--- config.mk ---
export PLATFORM = sky130hd
export DESIGN_NAME = tmds_word_packer
export DESIGN_NICKNAME = d
export VERILOG_FILES = /design/src/rtl/gth_serializer_pkg.sv /design/src/rtl/tmds_word_packer.sv
export SDC_FILE = /design/constraint.sdc
export NUM_CORES = 1
export LEC_CHECK = 0
export CORE_MARGIN = 2
export CORE_UTILIZATION = 25
export CTS_CLUSTER_SIZE = 8
export DETAILED_ROUTE_END_ITERATION = 16
export HOLD_SLACK_MARGIN = 0.15
export SYNTH_ARGS = -nofsm -noshare
export SYNTH_HDL_FRONTEND = slang
export SYNTH_SLANG_ARGS = --single-unit
--- constraint.sdc ---
create_clock -name txoutclk_internal -period 2.3 [get_ports txoutclk_internal]
set_input_delay 0.46 -clock txoutclk_internal [delete_from_list [all_inputs] [get_ports txoutclk_internal]]
set_output_delay 0.46 -clock txoutclk_internal [all_outputs]
set_load 0.005 [all_outputs]
--- src/rtl/gth_serializer_pkg.sv ---
// Shared constants, types and layout helper for the TMDS-to-GT word packing path.
package gth_serializer_pkg;

    // TMDS control-period symbols, indexed by {C1, C0}
    localparam logic [9:0] TMDS_CTRL00 = 10'h354;
    localparam logic [9:0] TMDS_CTRL01 = 10'h0AB;
    localparam logic [9:0] TMDS_CTRL10 = 10'h154;
    localparam logic [9:0] TMDS_CTRL11 = 10'h2AB;

    typedef logic [15:0] diag_cnt_t;

    // Bit offset of channel c, slot s within a packed GT user-data word
    function automatic int unsigned sym_idx(input int unsigned c, input int unsigned s,
                                            input int unsigned pix_per_word,
                                            input int unsigned sym_w);
        return (c * pix_per_word + s) * sym_w;
    endfunction

endpackage

--- src/rtl/tmds_word_packer.sv ---
// Packs per-pixel TMDS symbols of NUM_CH channels into wide GT words, PIX_PER_WORD
// symbols per channel, with valid/ready on both sides and optional idle fill.
module tmds_word_packer
    import gth_serializer_pkg::*;
#(
    parameter int unsigned      NUM_CH       = 3,
    parameter int unsigned      SYM_W        = 10,
    parameter int unsigned      PIX_PER_WORD = 2,
    parameter bit               FILL_IDLE    = 1'b1,
    parameter logic [SYM_W-1:0] IDLE_SYM     = TMDS_CTRL00,
    localparam int unsigned     SLOT_W       = $clog2(PIX_PER_WORD) + 1,
    localparam int unsigned     WORD_W       = NUM_CH * PIX_PER_WORD * SYM_W
) (
    input  logic                    txoutclk_internal,
    input  logic                    reset,
    input  logic [NUM_CH*SYM_W-1:0] sym_in,
    input  logic                    sym_valid,
    output logic                    sym_ready,
    input  logic                    resync,
    output logic [WORD_W-1:0]       word_out,
    output logic                    word_valid,
    input  logic                    word_ready,
    output logic [SLOT_W-1:0]       slot,
    output diag_cnt_t               starve_cnt,
    output logic                    stall_seen
);

    localparam logic [SLOT_W-1:0] LAST_SLOT = SLOT_W'(PIX_PER_WORD - 1);

    logic [SLOT_W-1:0] slot_q, slot_d;
    logic [WORD_W-1:0] asm_q, asm_d;
    logic [WORD_W-1:0] word_q, word_d;
    logic              word_valid_q, word_valid_d;
    diag_cnt_t         starve_q;
    logic              stall_q;
    logic              at_last;
    logic              do_write;
    logic              do_idle;

    // Only a completing write needs the output register free; partial slots keep filling
    always_comb begin
        at_last   = (slot_q == LAST_SLOT);
        sym_ready = !reset && !resync && !(at_last && word_valid_q && !word_ready);
        do_write  = sym_ready && (sym_valid || FILL_IDLE);
        do_idle   = sym_ready && !sym_valid && FILL_IDLE;
    end

    always_comb begin
        slot_d       = slot_q;
        asm_d        = asm_q;
        word_d       = word_q;
        word_valid_d = word_valid_q && !word_ready;
        if (resync) begin
            slot_d = '0;
            asm_d  = '0;
        end else if (do_write) begin
            for (int unsigned c = 0; c < NUM_CH; c++) begin
                for (int unsigned s = 0; s < PIX_PER_WORD; s++) begin
                    if (SLOT_W'(s) == slot_q) begin
                        asm_d[sym_idx(c, s, PIX_PER_WORD, SYM_W) +: SYM_W] =
                            sym_valid ? sym_in[c*SYM_W +: SYM_W] : IDLE_SYM;
                    end
                end
            end
            if (at_last) begin
                word_d       = asm_d;
                word_valid_d = 1'b1;
                slot_d       = '0;
            end else begin
                slot_d = slot_q + SLOT_W'(1);
            end
        end
    end

    always_ff @(posedge txoutclk_internal) begin
        if (reset) begin
            slot_q       <= '0;
            asm_q        <= '0;
            word_q       <= '0;
            word_valid_q <= 1'b0;
            stall_q      <= 1'b0;
        end else begin
            slot_q       <= slot_d;
            asm_q        <= asm_d;
            word_q       <= word_d;
            word_valid_q <= word_valid_d;
            stall_q      <= stall_q | (sym_valid & ~sym_ready);
        end
    end

    always_ff @(posedge txoutclk_internal) begin
        if (reset) begin
            starve_q <= '0;
        end else if (do_idle && (starve_q != 16'hFFFF)) begin
            starve_q <= starve_q + 16'd1;
        end
    end

    assign word_out   = word_q;
    assign word_valid = word_valid_q;
    assign slot       = slot_q;
    assign starve_cnt = starve_q;
    assign stall_seen = stall_q;

endmodule

* Word level (Yosys, flattened, before mapping)
Index checks and enable logic that the tools add are counted.
** Word-level totals
- Bits in registers :: 140
** Cells by class
- Bitwise operators :: 4
- Eq/ne operators :: 3
- Muxes and demuxes :: 13
- Add/subtract/negate cells :: 2
- Reductions and logical operators :: 15
** Operators by type and width (number)
- 10-bit 2-to-1 mux :: 9
- 16-bit by 1-bit adder with 16-bit output, second input constant :: 1
- 16-bit inequality test, second input constant :: 1
- 1-bit logical AND :: 7
- 1-bit zero test :: 5
- 1-bit 2-to-1 mux :: 3
- 3-bit AND reduction :: 1
- 2-bit by 1-bit adder with 2-bit output, second input constant :: 1
- 1-bit by 2-bit equality test with 1-bit output, first input constant :: 1
- 2-bit by 1-bit equality test with 1-bit output, second input constant :: 1
- 2-bit zero test :: 1
- 2-bit 2-to-1 mux :: 1
- 1-bit inverter :: 2
- 2-bit OR reduction :: 1
- 1-bit AND :: 1
- 1-bit OR :: 1

* Logic depth before layout (Yosys ltp)
Gate-level depths: netlist of run 1.
- Depth after elaboration :: 8
- Depth in mapped cells :: 6
- Mapped depth without buffers :: 5

* Worst setup path after synthesis of run 1
Ideal clock, no wire load.
- Path kind :: flip-flop to flip-flop
- Start point :: register starve_q[0], in the netlist starve_cnt[0]
- End point :: register starve_q[12], in the netlist starve_cnt[12]
- Path slack :: 0.529 ns
- Data arrival time :: 1.654 ns
- Data required time :: 2.184 ns
- Cell stages (with the launch flop) :: 6
- Buffers on the path :: 0
- Setup time :: 0.116 ns
- Cell sequence :: dfxtp_1 ha_1 nand3_1 or2_4 or4_1 o211a_1
** Between the ends
- Cells in the longest elaborated chain, start to end :: 2
- Elaborated cells on any way between the ends :: 3
** RTL lines
- start, declared :: line tmds_word_packer.sv:34 : diag_cnt_t starve_q;
- start signal, assigned :: line tmds_word_packer.sv:95 : starve_q <= starve_q + 16'd1;
- parallel branches: the longest is 2 deep, another holds 16-bit by 1-bit adder with 16-bit output
Parallel ways; which one is timed is not known.
A chain may end at the register's enable or synchronous reset.

* Final worst setup path of run 1
- Start point :: input port word_ready
- End point :: output port sym_ready
** Between the ends
- Cells in the longest elaborated chain, start to end :: 4
** RTL lines
- start, declared :: line tmds_word_packer.sv:22 : input logic word_ready,
- 1-bit zero test :: line tmds_word_packer.sv:43 : sym_ready = !reset && !resync && !(at_last && word_valid_q && !word_ready);
- 1-bit logical AND :: line tmds_word_packer.sv:43
- 1-bit zero test :: line tmds_word_packer.sv:43
- 1-bit logical AND :: line tmds_word_packer.sv:43
- end, declared :: line tmds_word_packer.sv:18 : output logic sym_ready,
Every way passes these cells.

==> metrics.cfg, run 1 <==
[run_status]
status=finished clean

[cts]
clk_latency_ns=0.35
htreeDepth=3
clkSinkCount=111
cts_made_buffers=9
cts_setup_buffers=0
clockBufferDepth=2
cts_root_buf=clkbuf_16
clkTransAtPathRegs_ns=0.07
cts_tree=built

[setup_path]
cp.arrival_ns=1.61
cp_slowest_cell=clkdlybuf4s50_1
r2r_slack_ns=0.28
crit_family=buffers and inverters
critical_path_required_ns=1.84
rr_worst_depth=5
timing.rr.end=starve_cnt[12]
path_buf_inv=3
start_kind=input port
crit_chain=clkdlybuf4s50_1, nand4bb_1, nand2_1, inv_1, dlygate4sd2_1
crit_type=input port to output pin
slowest_delay_ns=0.41
endpoint_kind=output pin
crit_fanout=2
r2r_start=starve_cnt[0]

[sta]
min_period_ns=2.07
grt_setup_unrepaired=no
hold_viol_final=0
setup_violations=0
max_freq_ghz=0.483
worstMarginPinSlew_ns=0.750
drv_slew=0
clock_skew_ns=0.00533
max_slew_margin_pct=49.6
fin_ws_ns=0.230
timing.final.crit_share_pct=90.0

[placed_design]
placed_cells=827
io_buffer_count=115
gp_congestion=0.802
dp_slack_ns=-0.0268
dp_hpwl_um=8830

[worst_hold_path]
holdPathEnd=word_out[49]
hold_class=flip-flop to flip-flop
holdCritStartpoint=word_out[49]
hold_depth=2

[routing]
wl_um=12700
first_pass_iters=6
wire_per_inst_um=15.0
drc=0
final_antenna_net_count=0
vias=4138
drt_iter0_markers=252
vias_per_cell=4.91

[global_routing]
grt_antenna_before_repair=0
grt_max_degree=57
grt_pass1_wl_um=19400
overflow=0
grt_pass1_vias=3771
grt_usage_pct=13.4

[logic_synthesis]
synth-simple-area-share_pct=26.9
yosys.area.top_type=dfxtp_1
ys_types=38
yosys_register_bits=111
synth-xor-area-share_pct=0
yosys-top-cells-area=dfxtp_1 50%, a21oi_1 6.7%, nor2_1 5.6%
synthAdderAreaFrac_pct=0.284
yosysSeqAreaShare_pct=50.4
synthCells=516
ys_warn_count=0
synth_top_family_by_area=simple AND/OR/NAND/NOR gates
synth_compound_area_share_pct=16.8
synth_area_mm2=0.00441
netlist.area_leader.share_pct=50.4
synthMuxAreaShare_pct=0.908
syn_nets=552
syn_area_per_cell_um2=8.55

[floorplan]
core_mm2=0.0173
initial_core_util_pct=25.5
num_rows=48
die-area_mm2=0.0187
die_h_um=137
die_w_um=137
pin_count=116

[pwr]
total_power_mw=3.96
vdd_ir_drop_max_v=0.000369
leakage_nw=2.11
p_per_area_mw_per_mm2=644

[final_layout]
fin_nets=649
post-route-util_pct=35.5
area_delta_synth_final_pct=39.3
nFillCells=1780
layout_common_cells=112 x clkdlybuf4s50_1, 111 x dfxtp_1, 64 x nor2_1, 59 x a21oi_1, 42 x nand2_1
layout_commonest_cell=clkdlybuf4s50_1
final-instance-count-excl-fill=843
final_layout_size_suffix_gt1_share_pct=7.44
n_antenna_cell=0

[flow_run]
drv_cap=0

-- state kept, by name, indices dropped and copies added (netlist names) --
signal / flops
asm_q: 31
slot: 2
stall_seen: 1
starve_cnt: 16
word_out: 60
word_valid: 1
-- worst min-delay path: stages (launching register included) --
cell and delay (ns):
dfxtp_1 0.31, nand2_1 0.05, a21oi_1 0.05
-- layout make-up --
type / instances / area, µm² / share of cell area, %
Clock buffer: 10 / 239 / 3.89
Clock inverter: 6 / 60.1 / 0.978
Inverter: 5 / 18.8 / 0.305
Multi-Input combinational cell: 355 / 2000 / 32.5
Sequential cell: 111 / 2220 / 36.2
Tap cell: 225 / 282 / 4.58
Timing Repair Buffer: 131 / 1320 / 21.5
-- power by group --
part | switching (mW) | internal, mW
Combinational | 0.181 | 0.179
Clock | 0.729 | 0.870
Sequential | 0.0271 | 1.97
Total | 0.937 | 3.02
-- layer usage --
layer	vias up	GRT usage, %	part of all wire, %
met2	133	21.5	46
li1	2025	-	-
met1	1964	16.7	44
met5	-	0	0
met3	16	4.00	7.8
met4	0	5.90	2.4
-- how the worst max path moves through the flow --
stage	slack (ns)	endpoint	startpoint	depth (start not counted)
CTS	0.16	starve_cnt[2]	starve_cnt[0]	5
global route	0.04	starve_cnt[2]	starve_cnt[0]	5
detailed placement	-0.03	starve_cnt[2]	word_ready	7
floorplan	0.53	starve_cnt[12]	starve_cnt[0]	5
global placement	-0.003	sym_ready	word_ready	5
finish	0.23	sym_ready	word_ready	5
-- through the flow --
stage	hold slack (ns)	setup TNS (ns)	cell area, µm²
finish	0.454	0	6140
global route	0.472	0	6140
CTS	0.456	0	6140
detailed placement	0.445	-0.0338	5840
global placement	0.445	-0.00304	5840
floorplan	0.445	0	4410
-- what timing repair did --
action	in CTS	in global routing
resized for setup	2	0
hold buffers	0	0
endpoints found under the hold margin	0	0
pin swaps	0	1
endpoints found under the setup margin	1	5
-- Yosys cell counts, drive strengths merged --
master and count:
a211oi 21, ha 1, nor4bb 1, nor3 19
nor4 4, nand3b 10, or3 2, a21oi 59
and3 19, o211ai 10, a211o 5, nor2b 6
o211a 1, nor2 66, dfxtp 111, clkbuf 28
mux2i 4, buf 17, nand2 42, o31ai 5
inv 5, o41ai 3, and4 1, o311ai 3
nand3 21, nor3b 10, o21ai 14, nand2b 2
nand4 8, or4 6, nand4bb 1, and2b 1
and2 6, or2 4
-- kinds of logic after synthesis --
logic type | Yosys count
AND/OR/NAND/NOR | 229
buffers and inverters | 50
flip-flops | 111
AO/OA/AOI/OAI | 121
adder cells (fa/ha/maj) | 1
multiplexers | 4
(Power assumes the default switching activity.)
==> run 2, diff against run 1 <==
--- a/config.mk
+++ b/config.mk
@@ -10,6 +10,7 @@
 export CTS_CLUSTER_SIZE = 8
 export DETAILED_ROUTE_END_ITERATION = 16
 export HOLD_SLACK_MARGIN = 0.15
+export MAX_ROUTING_LAYER = met4
 export SYNTH_ARGS = -nofsm -noshare
 export SYNTH_HDL_FRONTEND = slang
 export SYNTH_SLANG_ARGS = --single-unit
==> metrics.cfg, run 2 (synthesized netlist as in run 1, its figures left out) <==
[setup_path]
r2r_slack_ns=0.28  ; about the same
crit_type=input port to output pin
critical_path_required_ns=1.84  ; about the same
cp.arrival_ns=1.61  ; about the same
rr_worst_depth=5  ; unchanged
endpoint_kind=output pin
r2r_start=starve_cnt[0]
start_kind=input port
crit_fanout=2  ; unchanged
timing.rr.end=starve_cnt[12]

[final_layout]
nFillCells=1780  ; unchanged
largest_reg_flops=60  ; unchanged
layout_common_cells=112 x clkdlybuf4s50_1, 111 x dfxtp_1, 64 x nor2_1, 59 x a21oi_1, 42 x nand2_1
area_delta_synth_final_pct=39.3  ; unchanged
n_antenna_cell=0  ; unchanged
layout_commonest_cell=clkdlybuf4s50_1
final_layout_size_suffix_gt1_share_pct=7.44  ; unchanged
fin_nets=649  ; unchanged

[flow_run]
drv_cap=0  ; unchanged

[routing]
wl_um=12700  ; +0.38%
vias=4120  ; -0.43%
drt_iter0_markers=255  ; +1.2%
final_antenna_net_count=0  ; unchanged
vias_per_cell=4.89  ; -0.43%
first_pass_iters=6  ; unchanged
wire_per_inst_um=15.1  ; +0.38%
drc=0  ; unchanged

[global_routing]
grt_antenna_before_repair=0  ; unchanged
overflow=0  ; unchanged
grt_pass1_wl_um=19400  ; about the same
grt_usage_pct=13.8  ; +0.41 points
grt_max_degree=57  ; unchanged
grt_pass1_vias=3765  ; -0.16%

[worst_hold_path]
holdCritStartpoint=word_out[49]
holdPathEnd=word_out[49]
hold_depth=2  ; unchanged
hold_class=flip-flop to flip-flop

[placed_design]
dp_hpwl_um=8830  ; unchanged
gp_congestion=0.813  ; +1.4%
io_buffer_count=115  ; unchanged

[sta]
fin_tns_setup_ns=0  ; unchanged
setup_violations=0  ; unchanged
max_freq_ghz=0.484  ; +0.23%
grt_setup_unrepaired=no
drv_slew=0  ; unchanged
hold_viol_final=0  ; unchanged
worstMarginPinSlew_ns=0.750  ; +0.000552 ns
clock_skew_ns=0.00558  ; +0.000256 ns
min_period_ns=2.07  ; -0.00479 ns
timing.final.crit_share_pct=89.8  ; -0.21 points
whs_ns=0.454  ; +0.000102 ns
max_slew_margin_pct=49.6  ; about the same

[cts]
cts_tree=built
clockBufferDepth=2  ; unchanged
clkTransAtPathRegs_ns=0.07  ; about the same
cts_hold_buf=0  ; unchanged
cts_root_buf=clkbuf_16
clk_latency_ns=0.35  ; about the same
clkSinkCount=111  ; unchanged
htreeDepth=3  ; unchanged
cts_made_buffers=9  ; unchanged
cts_setup_buffers=0  ; unchanged

[pwr]
leakage_nw=2.11  ; unchanged
pwr-share-seq_pct=50.5  ; about the same
switching_share_pct=23.8  ; +0.092 points
power.internal_mw=3.02  ; about the same
p_per_area_mw_per_mm2=645  ; +0.12%
switchingPower_mw=0.942  ; +0.51%
vdd_ir_drop_max_v=0.000369  ; about the same
pwr-share-clk_pct=40.5  ; about the same
p_comb_share_pct=9.1  ; about the same

[floorplan]
num_rows=48  ; unchanged
die_w_um=137  ; unchanged
initial_core_util_pct=25.5  ; unchanged
core_mm2=0.0173  ; unchanged
pin_count=116  ; unchanged
die_h_um=137  ; unchanged
die-area_mm2=0.0187  ; unchanged

[run_status]
status=finished clean

==> run 2: power groups by stage <==
stage          Combinational (mW)  Clock (mW)  Sequential (mW)
3_3_place_gp                0.358           0             2.04
2_1_floorplan               0.172           0             2.04
6_report                    0.360        1.60             2.00
5_1_grt                     0.397        1.73             2.01
4_1_cts                     0.364        1.65             2.00
3_5_place_dp                0.363           0             2.05
==> run 2: area by class of cell <==
type                       count  area, µm²  area share [%]
multi-input combinational    355       2000            32.5
tap                          225        282            4.58
clock buffer                  10        239            3.89
clock inverter                 6       60.1           0.978
timing repair buffer         131       1320            21.5
sequential                   111       2220            36.2
inverter                       5       18.8           0.305
==> run 2: critical path, stage by stage <==
cell             delay (ns)
clkdlybuf4s50_1        0.41
nand4bb_1              0.22
nand2_1                0.16
inv_1                  0.06
dlygate4sd2_1          0.29
==> run 2: timing repair <==
action / CTS / global route
setup endpoints to repair: 1 / 5
cloned: 0 / 0
gates resized for setup: 2 / 0
endpoints found under the hold margin: 0 / 0
pin swaps: 0 / 1
==> run 2: worst max path at each step <==
stage | start | to | cells past startpoint
floorplan | starve_cnt[0] | starve_cnt[12] | 5
global placement | word_ready | sym_ready | 5
detailed placement | word_ready | starve_cnt[2] | 7
CTS | starve_cnt[0] | starve_cnt[2] | 5
global route | starve_cnt[0] | starve_cnt[2] | 5
finish | word_ready | sym_ready | 5
==> run 2: per-layer routing <==
layer,GRT usage [%],part of all wire [%]
met5,-,0
met4,5.90,2.3
met3,4.11,8.0
met2,21.5,46
met1,16.7,43
==> run 2: stage by stage <==
step / cells / total power [mW] / worst slack, ns / cell area (µm²) / utilization (%)
floorplan: 516 / 2.21 / 0.529 / 4410 / -
global placement: 827 / 2.40 / -0.00304 / 5840 / 33.8
detailed placement: 827 / 2.41 / -0.0268 / 5840 / 33.8
CTS: 843 / 4.01 / 0.160 / 6140 / 35.5
global route: 843 / 4.13 / 0.0430 / 6140 / 35.5
finish: 843 / 3.96 / 0.234 / 6140 / 35.5
==> run 3, diff against run 2 <==
--- a/config.mk
+++ b/config.mk
@@ -7,9 +7,10 @@
 export LEC_CHECK = 0
 export CORE_MARGIN = 2
 export CORE_UTILIZATION = 25
+export CTS_BUF_LIST = sky130_fd_sc_hd__clkbuf_16
 export CTS_CLUSTER_SIZE = 8
 export DETAILED_ROUTE_END_ITERATION = 16
-export HOLD_SLACK_MARGIN = 0.15
+export GPL_TIMING_DRIVEN = 0
 export MAX_ROUTING_LAYER = met4
 export SYNTH_ARGS = -nofsm -noshare
 export SYNTH_HDL_FRONTEND = slang
==> metrics.cfg, run 3 (synthesized netlist as in run 1, its figures left out) <==
[run_status]
status=finished clean

[setup_path]
r2r_start=starve_cnt[0]
crit_fanout=4  ; +2
r2r_slack_ns=0.31  ; +0.03 ns
timing.rr.end=starve_cnt[2]
worstSetupStartpoint=resync
endpoint_kind=output pin
start_kind=input port
rr_worst_depth=6  ; +1
crit_path_end=sym_ready
cp.arrival_ns=1.78  ; +0.17 ns
crit_type=input port to output pin
critical_path_required_ns=1.84  ; about the same

[sta]
whs_ns=0.456  ; +0.00194 ns
max_slew_margin_pct=50.7  ; +1.1 points
fin_ws_ns=0.0647  ; -0.170 ns
max_freq_ghz=0.447  ; -7.6%
grt_setup_unrepaired=no
setup_violations=0  ; unchanged
timing.final.crit_share_pct=97.2  ; +7.4 points
min_period_ns=2.24  ; +0.170 ns
hold_viol_final=0  ; unchanged
worstMarginPinSlew_ns=0.734  ; -0.0165 ns
drv_slew=0  ; unchanged
clock_skew_ns=0.0138  ; +0.00821 ns
fin_tns_setup_ns=0  ; unchanged

[global_routing]
overflow=0  ; unchanged
grt_antenna_before_repair=0  ; unchanged
grt_usage_pct=15.9  ; +2.1 points
grt_pass1_wl_um=21900  ; +12%
grt_max_degree=17  ; -70%
grt_pass1_vias=4039  ; +7.3%

[routing]
vias_per_cell=4.74  ; -3.0%
drc=0  ; unchanged
vias=4128  ; +0.19%
drt_iter0_markers=319  ; +25%
first_pass_iters=4  ; -2
wl_um=14300  ; +12%
final_antenna_net_count=0  ; unchanged
wire_per_inst_um=16.4  ; +8.5%

[final_layout]
seq_area_mm2=0.00222  ; unchanged
fin_area_mm2=0.00614  ; about the same
final_layout_size_suffix_gt1_share_pct=6.19  ; -1.3 points
nFillCells=1856  ; +4.3%
fin_nets=679  ; +4.6%
post-route-util_pct=35.5  ; about the same
n_antenna_cell=0  ; unchanged
layout_common_cells=113 x clkdlybuf4s50_1, 111 x dfxtp_1, 65 x nor2_1, 59 x a21oi_1, 41 x nand2_1
final-instance-count-excl-fill=871  ; +3.3%
area_delta_synth_final_pct=39.3  ; about the same
multi_input_area_mm2=0.00199  ; -0.56%
largest_reg_flops=60  ; unchanged
layout_commonest_cell=clkdlybuf4s50_1

[worst_hold_path]
hold_class=flip-flop to flip-flop

[cts]
htreeDepth=3  ; unchanged
cts_hold_buf=0  ; unchanged
cts_tree=built
clockBufferDepth=2  ; unchanged
clkSinkCount=111  ; unchanged
clk_latency_ns=0.36  ; about the same
cts_root_buf=clkbuf_16
clkTransAtPathRegs_ns=0.07  ; about the same
cts_made_buffers=9  ; unchanged

[floorplan]
num_rows=48  ; unchanged
core_mm2=0.0173  ; unchanged
die_w_um=137  ; unchanged
initial_core_util_pct=25.5  ; unchanged
die_h_um=137  ; unchanged
pin_count=116  ; unchanged
die-area_mm2=0.0187  ; unchanged

[placed_design]
io_buffer_count=115  ; unchanged
placed_cells=856  ; +3.5%
dp_slack_ns=-0.357  ; -0.330 ns
dp_hpwl_um=10600  ; +20%
dpl_cell_area_mm2=0.00584  ; about the same
gp_congestion=0.806  ; -0.84%

[pwr]
vdd_ir_drop_max_v=0.000393  ; +6.4%
total_power_mw=3.91  ; -1.3%
p_per_area_mw_per_mm2=636  ; -1.4%
leakage_nw=2.12  ; +0.64%

[flow_run]
drv_cap=0  ; unchanged

==> run 3: changes by cell type in the layout (fill, tap and decap cells not counted), moves of 2 or more <==
| cell | delta |
|---|---|
| buf_4 | -10 |
| buf_2 | +12 |
| clkbuf_1 | +27 |
| clkinv_2 | -3 |
| buf_12 | -5 |
| buf_1 | +2 |
==> run 3: power by group <==
part	internal (mW)	switching (mW)	total, mW
combinational	0.174	0.198	0.372
sequential	1.97	0.0295	2.00
clock	0.828	0.707	1.54
==> run 3: worst max-delay path, stage by stage <==
cell	delay (ns)
clkdlybuf4s50_1	0.47
nor2_2	0.18
nand2_2	0.10
inv_2	0.07
clkdlybuf4s50_1	0.49
==> run 3: layout make-up <==
cell class | instances | share of cell area, %
well taps | 225 | 4.58
repair buffers | 116 | 18.9
clock inverters | 5 | 0.876
plain buffers | 45 | 3.18
inverters | 5 | 0.305
flip-flops and latches | 111 | 36.2
clock buffers | 9 | 3.67
multi-input cells | 355 | 32.4
==> run 3: worst min path at each step <==
stage | from | endpoint | depth (start not counted)
5_1_grt | word_out[51] | word_out[51] | 2
6_report | word_out[46] | word_out[46] | 2
3_5_place_dp | word_out[2] | word_out[2] | 2
2_1_floorplan | asm_q[20] | asm_q[20] | 2
3_3_place_gp | word_out[2] | word_out[2] | 2
4_1_cts | word_out[46] | word_out[46] | 2
==> run 3: layer usage <==
layer	global-route usage (%)	up-vias	wire [µm]
met2	24.4	118	6330
li1	-	2080	-
met5	-	-	0
met3	2.96	11	1100
met1	21.2	1919	6650
met4	5.21	0	170
==> run 3: repair_timing <==
action,in CTS,in global routing
setup buffers,1,0
resized for setup,6,3
pin swaps,1,1
setup endpoints to repair,1,11
